File: src/rtl/mult_pkg.sv
// Shared definitions for the Booth multiplier result path: default widths,
// FIFO depth and the capture state encoding used by product_collector.
package mult_pkg;

    localparam int MULT_W     = 5;
    localparam int MULT_DEPTH = 4;
    localparam int MULT_PW    = 2 * MULT_W;

    typedef enum logic {
        IDLE = 1'b0,
        LO   = 1'b1
    } cap_state_t;

    // Occupancy counter width: must represent 0..depth inclusive.
    function automatic int count_width(input int depth);
        return $clog2(depth) + 1;
    endfunction

endpackage

File: src/rtl/sync_fifo.sv
// First-word-fall-through FIFO: the head entry is presented combinationally,
// with a separate occupancy counter so full and empty are unambiguous.
module sync_fifo
    import mult_pkg::*;
#(
    parameter int WIDTH = MULT_PW,
    parameter int DEPTH = MULT_DEPTH
) (
    input  logic                       clk,
    input  logic                       rst,
    input  logic                       push,
    input  logic [WIDTH-1:0]           push_data,
    output logic                       push_drop,
    input  logic                       pop_req,
    output logic                       out_valid,
    output logic [WIDTH-1:0]           out_data,
    output logic [$clog2(DEPTH):0]     count,
    output logic                       full
);

    localparam int AW = $clog2(DEPTH);
    localparam int CW = count_width(DEPTH);

    logic [WIDTH-1:0] mem [DEPTH];

    logic [AW-1:0] wr_ptr_reg, wr_ptr_next;
    logic [AW-1:0] rd_ptr_reg, rd_ptr_next;
    logic [CW-1:0] count_reg,  count_next;

    logic empty_w;
    logic full_w;
    logic pop_w;
    logic push_ok_w;

    assign empty_w   = (count_reg == '0);
    assign full_w    = (count_reg == CW'(DEPTH));
    assign pop_w     = pop_req && !empty_w;
    // A pop in the same cycle frees a slot, so a full FIFO can still take a push.
    assign push_ok_w = push && (!full_w || pop_w);

    always_comb begin
        wr_ptr_next = wr_ptr_reg;
        rd_ptr_next = rd_ptr_reg;
        count_next  = count_reg;
        if (push_ok_w) begin
            wr_ptr_next = wr_ptr_reg + AW'(1);
        end
        if (pop_w) begin
            rd_ptr_next = rd_ptr_reg + AW'(1);
        end
        unique case ({push_ok_w, pop_w})
            2'b10:   count_next = count_reg + CW'(1);
            2'b01:   count_next = count_reg - CW'(1);
            default: count_next = count_reg;
        endcase
    end

    always_ff @(posedge clk or negedge rst) begin
        if (!rst) begin
            wr_ptr_reg <= '0;
            rd_ptr_reg <= '0;
            count_reg  <= '0;
        end else begin
            wr_ptr_reg <= wr_ptr_next;
            rd_ptr_reg <= rd_ptr_next;
            count_reg  <= count_next;
        end
    end

    // Storage carries no reset; validity is tracked entirely by count_reg.
    always_ff @(posedge clk) begin
        if (push_ok_w) begin
            mem[wr_ptr_reg] <= push_data;
        end
    end

    assign out_data  = mem[rd_ptr_reg];
    assign out_valid = !empty_w;
    assign count     = count_reg;
    assign full      = full_w;
    assign push_drop = push && !push_ok_w;

endmodule

File: src/rtl/product_collector.sv
// Collects the two-beat {hi, lo} product stream behind the Booth multiplier
// and queues assembled products for a valid/ready consumer.
module product_collector
    import mult_pkg::*;
#(
    parameter int W     = MULT_W,
    parameter int DEPTH = MULT_DEPTH
) (
    input  logic                       clk,
    input  logic                       rst,
    input  logic                       mul_done,
    input  logic [W-1:0]               mul_data,
    output logic                       out_valid,
    input  logic                       out_ready,
    output logic [2*W-1:0]             out_product,
    output logic [$clog2(DEPTH):0]     count,
    output logic                       full,
    output logic                       overflow,
    input  logic                       clr_ovf
);

    cap_state_t     state_reg, state_next;
    logic [W-1:0]   hi_reg;
    logic           overflow_reg;
    logic           push_w;
    logic           drop_w;
    logic [2*W-1:0] push_data_w;

    // In LO every beat is the low half, even if mul_done is (wrongly) raised again.
    always_comb begin
        state_next = state_reg;
        push_w     = 1'b0;
        unique case (state_reg)
            IDLE: begin
                if (mul_done) begin
                    state_next = LO;
                end
            end
            LO: begin
                push_w     = 1'b1;
                state_next = IDLE;
            end
            default: state_next = IDLE;
        endcase
    end

    assign push_data_w = {hi_reg, mul_data};

    always_ff @(posedge clk or negedge rst) begin
        if (!rst) begin
            state_reg <= IDLE;
            hi_reg    <= '0;
        end else begin
            state_reg <= state_next;
            if (state_reg == IDLE && mul_done) begin
                hi_reg <= mul_data;
            end
        end
    end

    // A drop in the same cycle as clr_ovf keeps the flag set.
    always_ff @(posedge clk or negedge rst) begin
        if (!rst) begin
            overflow_reg <= 1'b0;
        end else if (drop_w) begin
            overflow_reg <= 1'b1;
        end else if (clr_ovf) begin
            overflow_reg <= 1'b0;
        end
    end

    sync_fifo #(
        .WIDTH (2 * W),
        .DEPTH (DEPTH)
    ) u_fifo (
        .clk       (clk),
        .rst       (rst),
        .push      (push_w),
        .push_data (push_data_w),
        .push_drop (drop_w),
        .pop_req   (out_ready),
        .out_valid (out_valid),
        .out_data  (out_product),
        .count     (count),
        .full      (full)
    );

    assign overflow = overflow_reg;

endmodule

File: config.mk
export PLATFORM = sky130hd
export DESIGN_NAME = product_collector
export DESIGN_NICKNAME = d
export VERILOG_FILES = /design/src/rtl/mult_pkg.sv /design/src/rtl/sync_fifo.sv /design/src/rtl/product_collector.sv
export SDC_FILE = /design/constraint.sdc
export NUM_CORES = 1
export LEC_CHECK = 0
export CAP_MARGIN = 20
export CORE_MARGIN = 2
export CORE_UTILIZATION = 44
export CTS_BUF_LIST = sky130_fd_sc_hd__clkbuf_4 sky130_fd_sc_hd__clkbuf_8
export CTS_CLUSTER_DIAMETER = 150
export DETAILED_ROUTE_END_ITERATION = 10
export PLACE_DENSITY = 0.66
export SLEW_MARGIN = 25
export SYNTH_ARGS = -nofsm -noshare
export SYNTH_HDL_FRONTEND = slang
export SYNTH_SLANG_ARGS = --single-unit
File: constraint.sdc
create_clock -name clk -period 2.2 [get_ports clk]
set_input_delay 0.33 -clock clk [delete_from_list [all_inputs] [get_ports clk]]
set_output_delay 0.33 -clock clk [all_outputs]
set_load 0.1 [all_outputs]
# Word level (Yosys, flattened, before mapping)
# Memories as Yosys holds them, arrays and structs flattened.
# Index checks and enable logic that the tools add are counted.
[op_classes] reduce_logical=11 n_bitwise=1 muxes=8 n_eq_ne=3 addsub=4
[ops] operator="1-bit two-way mux" n=6
[ops] operator="3-bit one-hot mux with 2 select lines" n=1
[ops] operator="2-bit by 1-bit adder with 2-bit output, second input constant" n=2
[ops] operator="1-bit logical AND" n=4
[ops] operator="2-bit nonzero test" n=2
[ops] operator="3-bit by 1-bit adder with 3-bit output, second input constant" n=1
[ops] operator="3-bit equality test, second input constant" n=1
[ops] operator="1-bit zero test" n=3
[ops] operator="3-bit zero test" n=1
[ops] operator="3-bit by 1-bit subtractor with 3-bit output, second input constant" n=1
[ops] operator="2-bit by 1-bit equality test with 1-bit output, second input constant" n=1
[ops] operator="2-bit equality test, second input constant" n=1
[ops] operator="1-bit one-hot mux with 2 select lines" n=1
[ops] operator="1-bit logical OR" n=1
[ops] operator="1-bit NOT" n=1
[totals] in_bits=10 out_inout_bits=16 memories=1 wordCells=34 ff_bits=14 ram_bits=40
[mem_list] name="u_fifo.mem" words=4 width=10 rd=1 rd_clocked_by_memory_dff=0 write_ports=1 line_no="sync_fifo.sv:24" text="logic [WIDTH-1:0] mem [DEPTH];"

# Depth between registers and ports, before layout
[logic_depth] word_depth=8 mapped_depth=9

# Modules after synthesis
# Synthesis repeated with hierarchy kept, for this count alone.
[hier_totals] hier_cells=120 hier_area_um2=2237.1
[by_module_without_submodules] module="sync_fifo" cells_each=104 n_inst=1 seq_area_each_um2=1376.3 area_each_um2=1950.6
[by_module_without_submodules] module="product_collector" cells_each=16 n_inst=1 seq_area_each_um2=175.2 area_each_um2=286.5

# Worst setup path before layout
# No wires, ideal clock.
[synth_path] path_kind="reg-to-reg" start="register u_fifo.count_reg[2] (netlist: u_fifo.count[2])" end="register u_fifo.count_reg[2] (netlist: u_fifo.count[2])" slack_ps=-363 stages_incl_launch_ff=10 path_buffers=0 arrival_ps=2400 setup_time_ps=164 path_cell_list="dfrtp_1 nor4b_4 nor2b_2 inv_1 ha_1 inv_1 fa_1 xor2_1 nor2_1 xor2_1"
[synth_via] elab_chain_cells=7 elab_cells_between_ends=13 cone_classes="add/sub (2); eq/ne (3); mux (1); reduce/logical (7)"
[synth_lines] element="start, declared" line_no="sync_fifo.sv:28" text="logic [CW-1:0] count_reg, count_next;"
[synth_lines] element="start signal, assigned" line_no="sync_fifo.sv:66" text="count_reg <= count_next;"
[synth_lines] element="3-bit zero test" line_no="sync_fifo.sv:35" text="assign empty_w = (count_reg == '0);"
[synth_lines] element="1-bit zero test" line_no="sync_fifo.sv:37" text="assign pop_w = pop_req && !empty_w;"
[synth_lines] element="1-bit logical AND" line_no="sync_fifo.sv:37"
[synth_lines] element="1-bit logical OR" line_no="sync_fifo.sv:39" text="assign push_ok_w = push && (!full_w || pop_w);"
[synth_lines] element="1-bit logical AND" line_no="sync_fifo.sv:39"
[synth_lines] element="2-bit by 1-bit equality test with 1-bit output or 2-bit equality test (tied branches)" line_no="sync_fifo.sv:51" text="unique case ({push_ok_w, pop_w})"
[synth_lines] element="3-bit one-hot mux with 2 select lines or 2-bit nonzero test (tied branches)"
# Several ways; a longest one is shown, not always the timed one.
# A chain may end at the register's enable or synchronous reset.

# Final worst setup path
[layout_path] start="register u_fifo.count_reg[0] (netlist: u_fifo.count[0])" end="register u_fifo.count_reg[2] (netlist: u_fifo.count[2])"
# Same word-level chain as after synthesis.

==> results by stage <==
Floorplanning:
- The floorplan step defined a die boundary enclosing 5430 um^2.
- Pin placement for this block handled 26 I/O pins.
- The row count is 25.
- The height of the die is 73.7 um.
- For this configuration, the core starts out at a cell density of 45.5%.
- The overall die width is 73.7 um.
- The core area is 4690 um^2.

CTS:
- The TritonCTS clock tree is done.
- No sink is reached through more buffers than the 2 on the longest clock path.
- The H-tree depth is 2.
- Post-CTS repair changed the size of 0 cells.
- The tree is rooted in a sky130_fd_sc_hd__clkbuf_8.
- The number of hold buffers added after CTS was 0.
- Buffers added to address setup during post-CTS repair amount to 0.
- Clock-pin slew was measured on the worst setup and hold paths at 0.10 ns.
- The clock buffer count from CTS is 5.
- The clock reaches the later pin of the worst-skew pair after 0.31 ns.
- The number of clock sinks is 54.

Timing:
- The fmax is 0.497 GHz.
- The post-route minimum period is 2.01 ns.
- The final count of hold timing violations was 0.
- The final number of setup-violating endpoints is 0.
- For the final database, setup skew stands at 0.00954 ns.
- The post-route fraction of the period consumed by the critical path is 91.4%.
- At the pin with the least slew margin, the transition time is 0.667 ns.
- Setup repair after global routing left no endpoint under its margin.
- The max-slew violation total from the final report is 0.
- Across all setup checks in the final design, the least slack found is 0.189 ns.
- Headroom to the max-slew limit came out at 55.4%.

Drt:
- For this run, design rule violations remaining after detail routing come to 0.
- The count of nets left with antenna violations once routing finished came out at 0.
- Dividing the detail-routed wire length by the instance count gives 17.4 um.
- The number of search-and-repair iterations in the first detailed-routing pass is 4.
- The post-detailed-route via-to-cell ratio is 5.21.
- For this block, the initial DRC count from the detailed router was 42.
- The final routed wirelength across all metal layers is 3480 um.
- The vias after detailed routing is 1,042.

Cells and area:
- In the final layout, the share of cells above drive strength 1 is 36.3%.
- Relative to the synthesized area, the layout overhead comes to 25.8%.
- The antenna diode instance count is 0.
- The number of nets in the finished design is 161.
- The register with the most flip-flops in the layout has 40 of them.
- Cells fill 57.3% of the core in the end.

Place:
- Routability-driven placement finished with a final weighted congestion of 0.664.
- The post-place setup slack is -0.136 ns.
- Summed over all nets, the half-perimeter wirelength after detailed placement is 2300 um.
- During placement, the flow inserted port buffers numbering 25.

Synthesis:
- The count of cell types in the netlist is 25.
- The number of nets produced by synthesis is 123.
- After synthesis the cells add up to 2140 um^2.
- Sequential elements use 72.6% of the synthesized area.
- The Yosys warning count is 0.
- The flip-flop and latch count after synthesis is 54.
- The mean post-synth cell area is 20.0 um^2.
- Counting every instance in the synthesized netlist gives 107.

Critical path:
- The critical path is of the flip-flop to flip-flop type.
- The highest fanout seen on the critical path is 6.
- The endpoint arrival time on the critical path is 2.24 ns.
- The required time reported for the critical path endpoint is 2.43 ns.
- The startpoint kind of the worst setup timing path is a flip-flop.
- The worst setup path is captured at a flip-flop.

Worst hold path:
- The path class of the tightest hold or removal check is primary input to async pin.

Global routing:
- The number of global-route vias before repair is 1,092.
- The global-route congestion overflow total is 0.
- The wire length of the first global-routing pass is 5530 um.
- In the global route stage, overall resource usage came out at 14.5%.
- The number of antenna violations at the first check in global routing is 0.
- The maximum number of pins on one net before global-route repair is 18.

Outcome:
- The run finished with clean final reports.

Job:
- The tool flagged a number of max-cap violations equal to 0.
cells in the mapped netlist, drive strengths merged:
| cell | instances | share of area, % |
|---|---|---|
| nor2 | 1 | 0.18 |
| dfrtp | 14 | 16 |
| inv | 7 | 1.2 |
| mux4 | 10 | 11 |
| buf | 2 | 0.59 |
| mux2 | 6 | 3.3 |
| nand2 | 2 | 0.35 |
| o31a | 1 | 0.41 |
| xnor2 | 3 | 1.2 |
| ha | 5 | 2.9 |
| or3 | 1 | 0.29 |
| nor2b | 2 | 0.70 |
| mux2i | 1 | 0.47 |
| o21ai | 1 | 0.23 |
| and2 | 4 | 1.2 |
| clkbuf | 1 | 0.18 |
| xor2 | 3 | 1.2 |
| fa | 1 | 0.94 |
| nor4b | 1 | 1.1 |
| edfxtp | 40 | 56 |
| and3 | 1 | 0.29 |
critical path: stages, from the launching register on:
cell,delay (ns)
sky130_fd_sc_hd__dfrtp_2,0.46
sky130_fd_sc_hd__nor4b_4,0.31
sky130_fd_sc_hd__nor2b_2,0.07
sky130_fd_sc_hd__inv_1,0.06
sky130_fd_sc_hd__ha_1,0.16
sky130_fd_sc_hd__inv_1,0.06
sky130_fd_sc_hd__fa_1,0.37
sky130_fd_sc_hd__xor2_1,0.15
sky130_fd_sc_hd__nor2_1,0.14
sky130_fd_sc_hd__xor2_1,0.15
cell usage in the layout, fill, tap and decap left out, types with 5 or more instances in the layout:
cell type	instances
sky130_fd_sc_hd__edfxtp_1	40
sky130_fd_sc_hd__buf_4	15
sky130_fd_sc_hd__dfrtp_1	11
sky130_fd_sc_hd__mux4_2	10
sky130_fd_sc_hd__buf_12	10
sky130_fd_sc_hd__clkdlybuf4s50_1	9
sky130_fd_sc_hd__inv_1	7
sky130_fd_sc_hd__ha_1	5
sky130_fd_sc_hd__clkbuf_8	5
per-layer routing:
layer,up-vias,part of all wire [%],global-route usage [%]
li1,476,-,-
met1,544,41,17.4
met2,17,54,24.6
met3,5,3.1,3.43
met4,0,1.6,6.67
met5,-,0,0
cells by family after synthesis:
family	after synthesis	share of synthesized area (%)
DFF	54	72.6
muxes	17	14.3
and+or+nand+nor	12	4.10
buffers and inverters	10	1.99
xor gates and xnor gates	6	2.46
adders and majority gates	6	3.86
AOI/OAI and AO/OA	2	0.644
final cells by class:
cell class | count | area, um^2
well taps | 54 | 67.6
inverters | 7 | 26.3
clock buffers | 5 | 68.8
multi-input cells | 43 | 543
flip-flops and latches | 54 | 1560
repair buffers | 34 | 403
clock inverters | 3 | 21.3
fillers | 370 | 2000
worst paths after layout:
check / slack, ns / cells past startpoint / endpoint / startpoint
worst max-delay path: 0.19 / 9 / u_fifo.count[2]$_DFFE_PN0P_ / u_fifo.count[0]$_DFFE_PN0P_
min in group clk: 0.51 / 0 / u_fifo.mem[0][6]$_DFFE_PP_ / hi_reg[1]$_DFFE_PN0P_
worst max register to register: 0.19 / 9 / u_fifo.count[2]$_DFFE_PN0P_ / u_fifo.count[0]$_DFFE_PN0P_
worst min register to register: 0.51 / 0 / u_fifo.mem[0][6]$_DFFE_PP_ / hi_reg[1]$_DFFE_PN0P_
max in group asynchronous: 1.29 / 1 / u_fifo.count[2]$_DFFE_PN0P_ / rst
worst min-delay path: 0.42 / 1 / hi_reg[2]$_DFFE_PN0P_ / rst
metrics by stage:
| stage | hold slack, ns | TNS [ns] | cells | cell area [um^2] |
|---|---|---|---|---|
| 5_1_grt | 0.465 | 0 | 200 | 2690 |
| 6_report | 0.420 | 0 | 200 | 2690 |
| 4_1_cts | 0.444 | 0 | 200 | 2690 |
| 3_5_place_dp | 0.507 | -0.136 | 192 | 2600 |
| 2_1_floorplan | 0.0344 | 0 | 107 | 2140 |
| 3_3_place_gp | 0.482 | -0.00969 | 192 | 2600 |
Power is not shown: default switching activity piles up to over one toggle a cycle in this logic, so the estimate is an artifact.
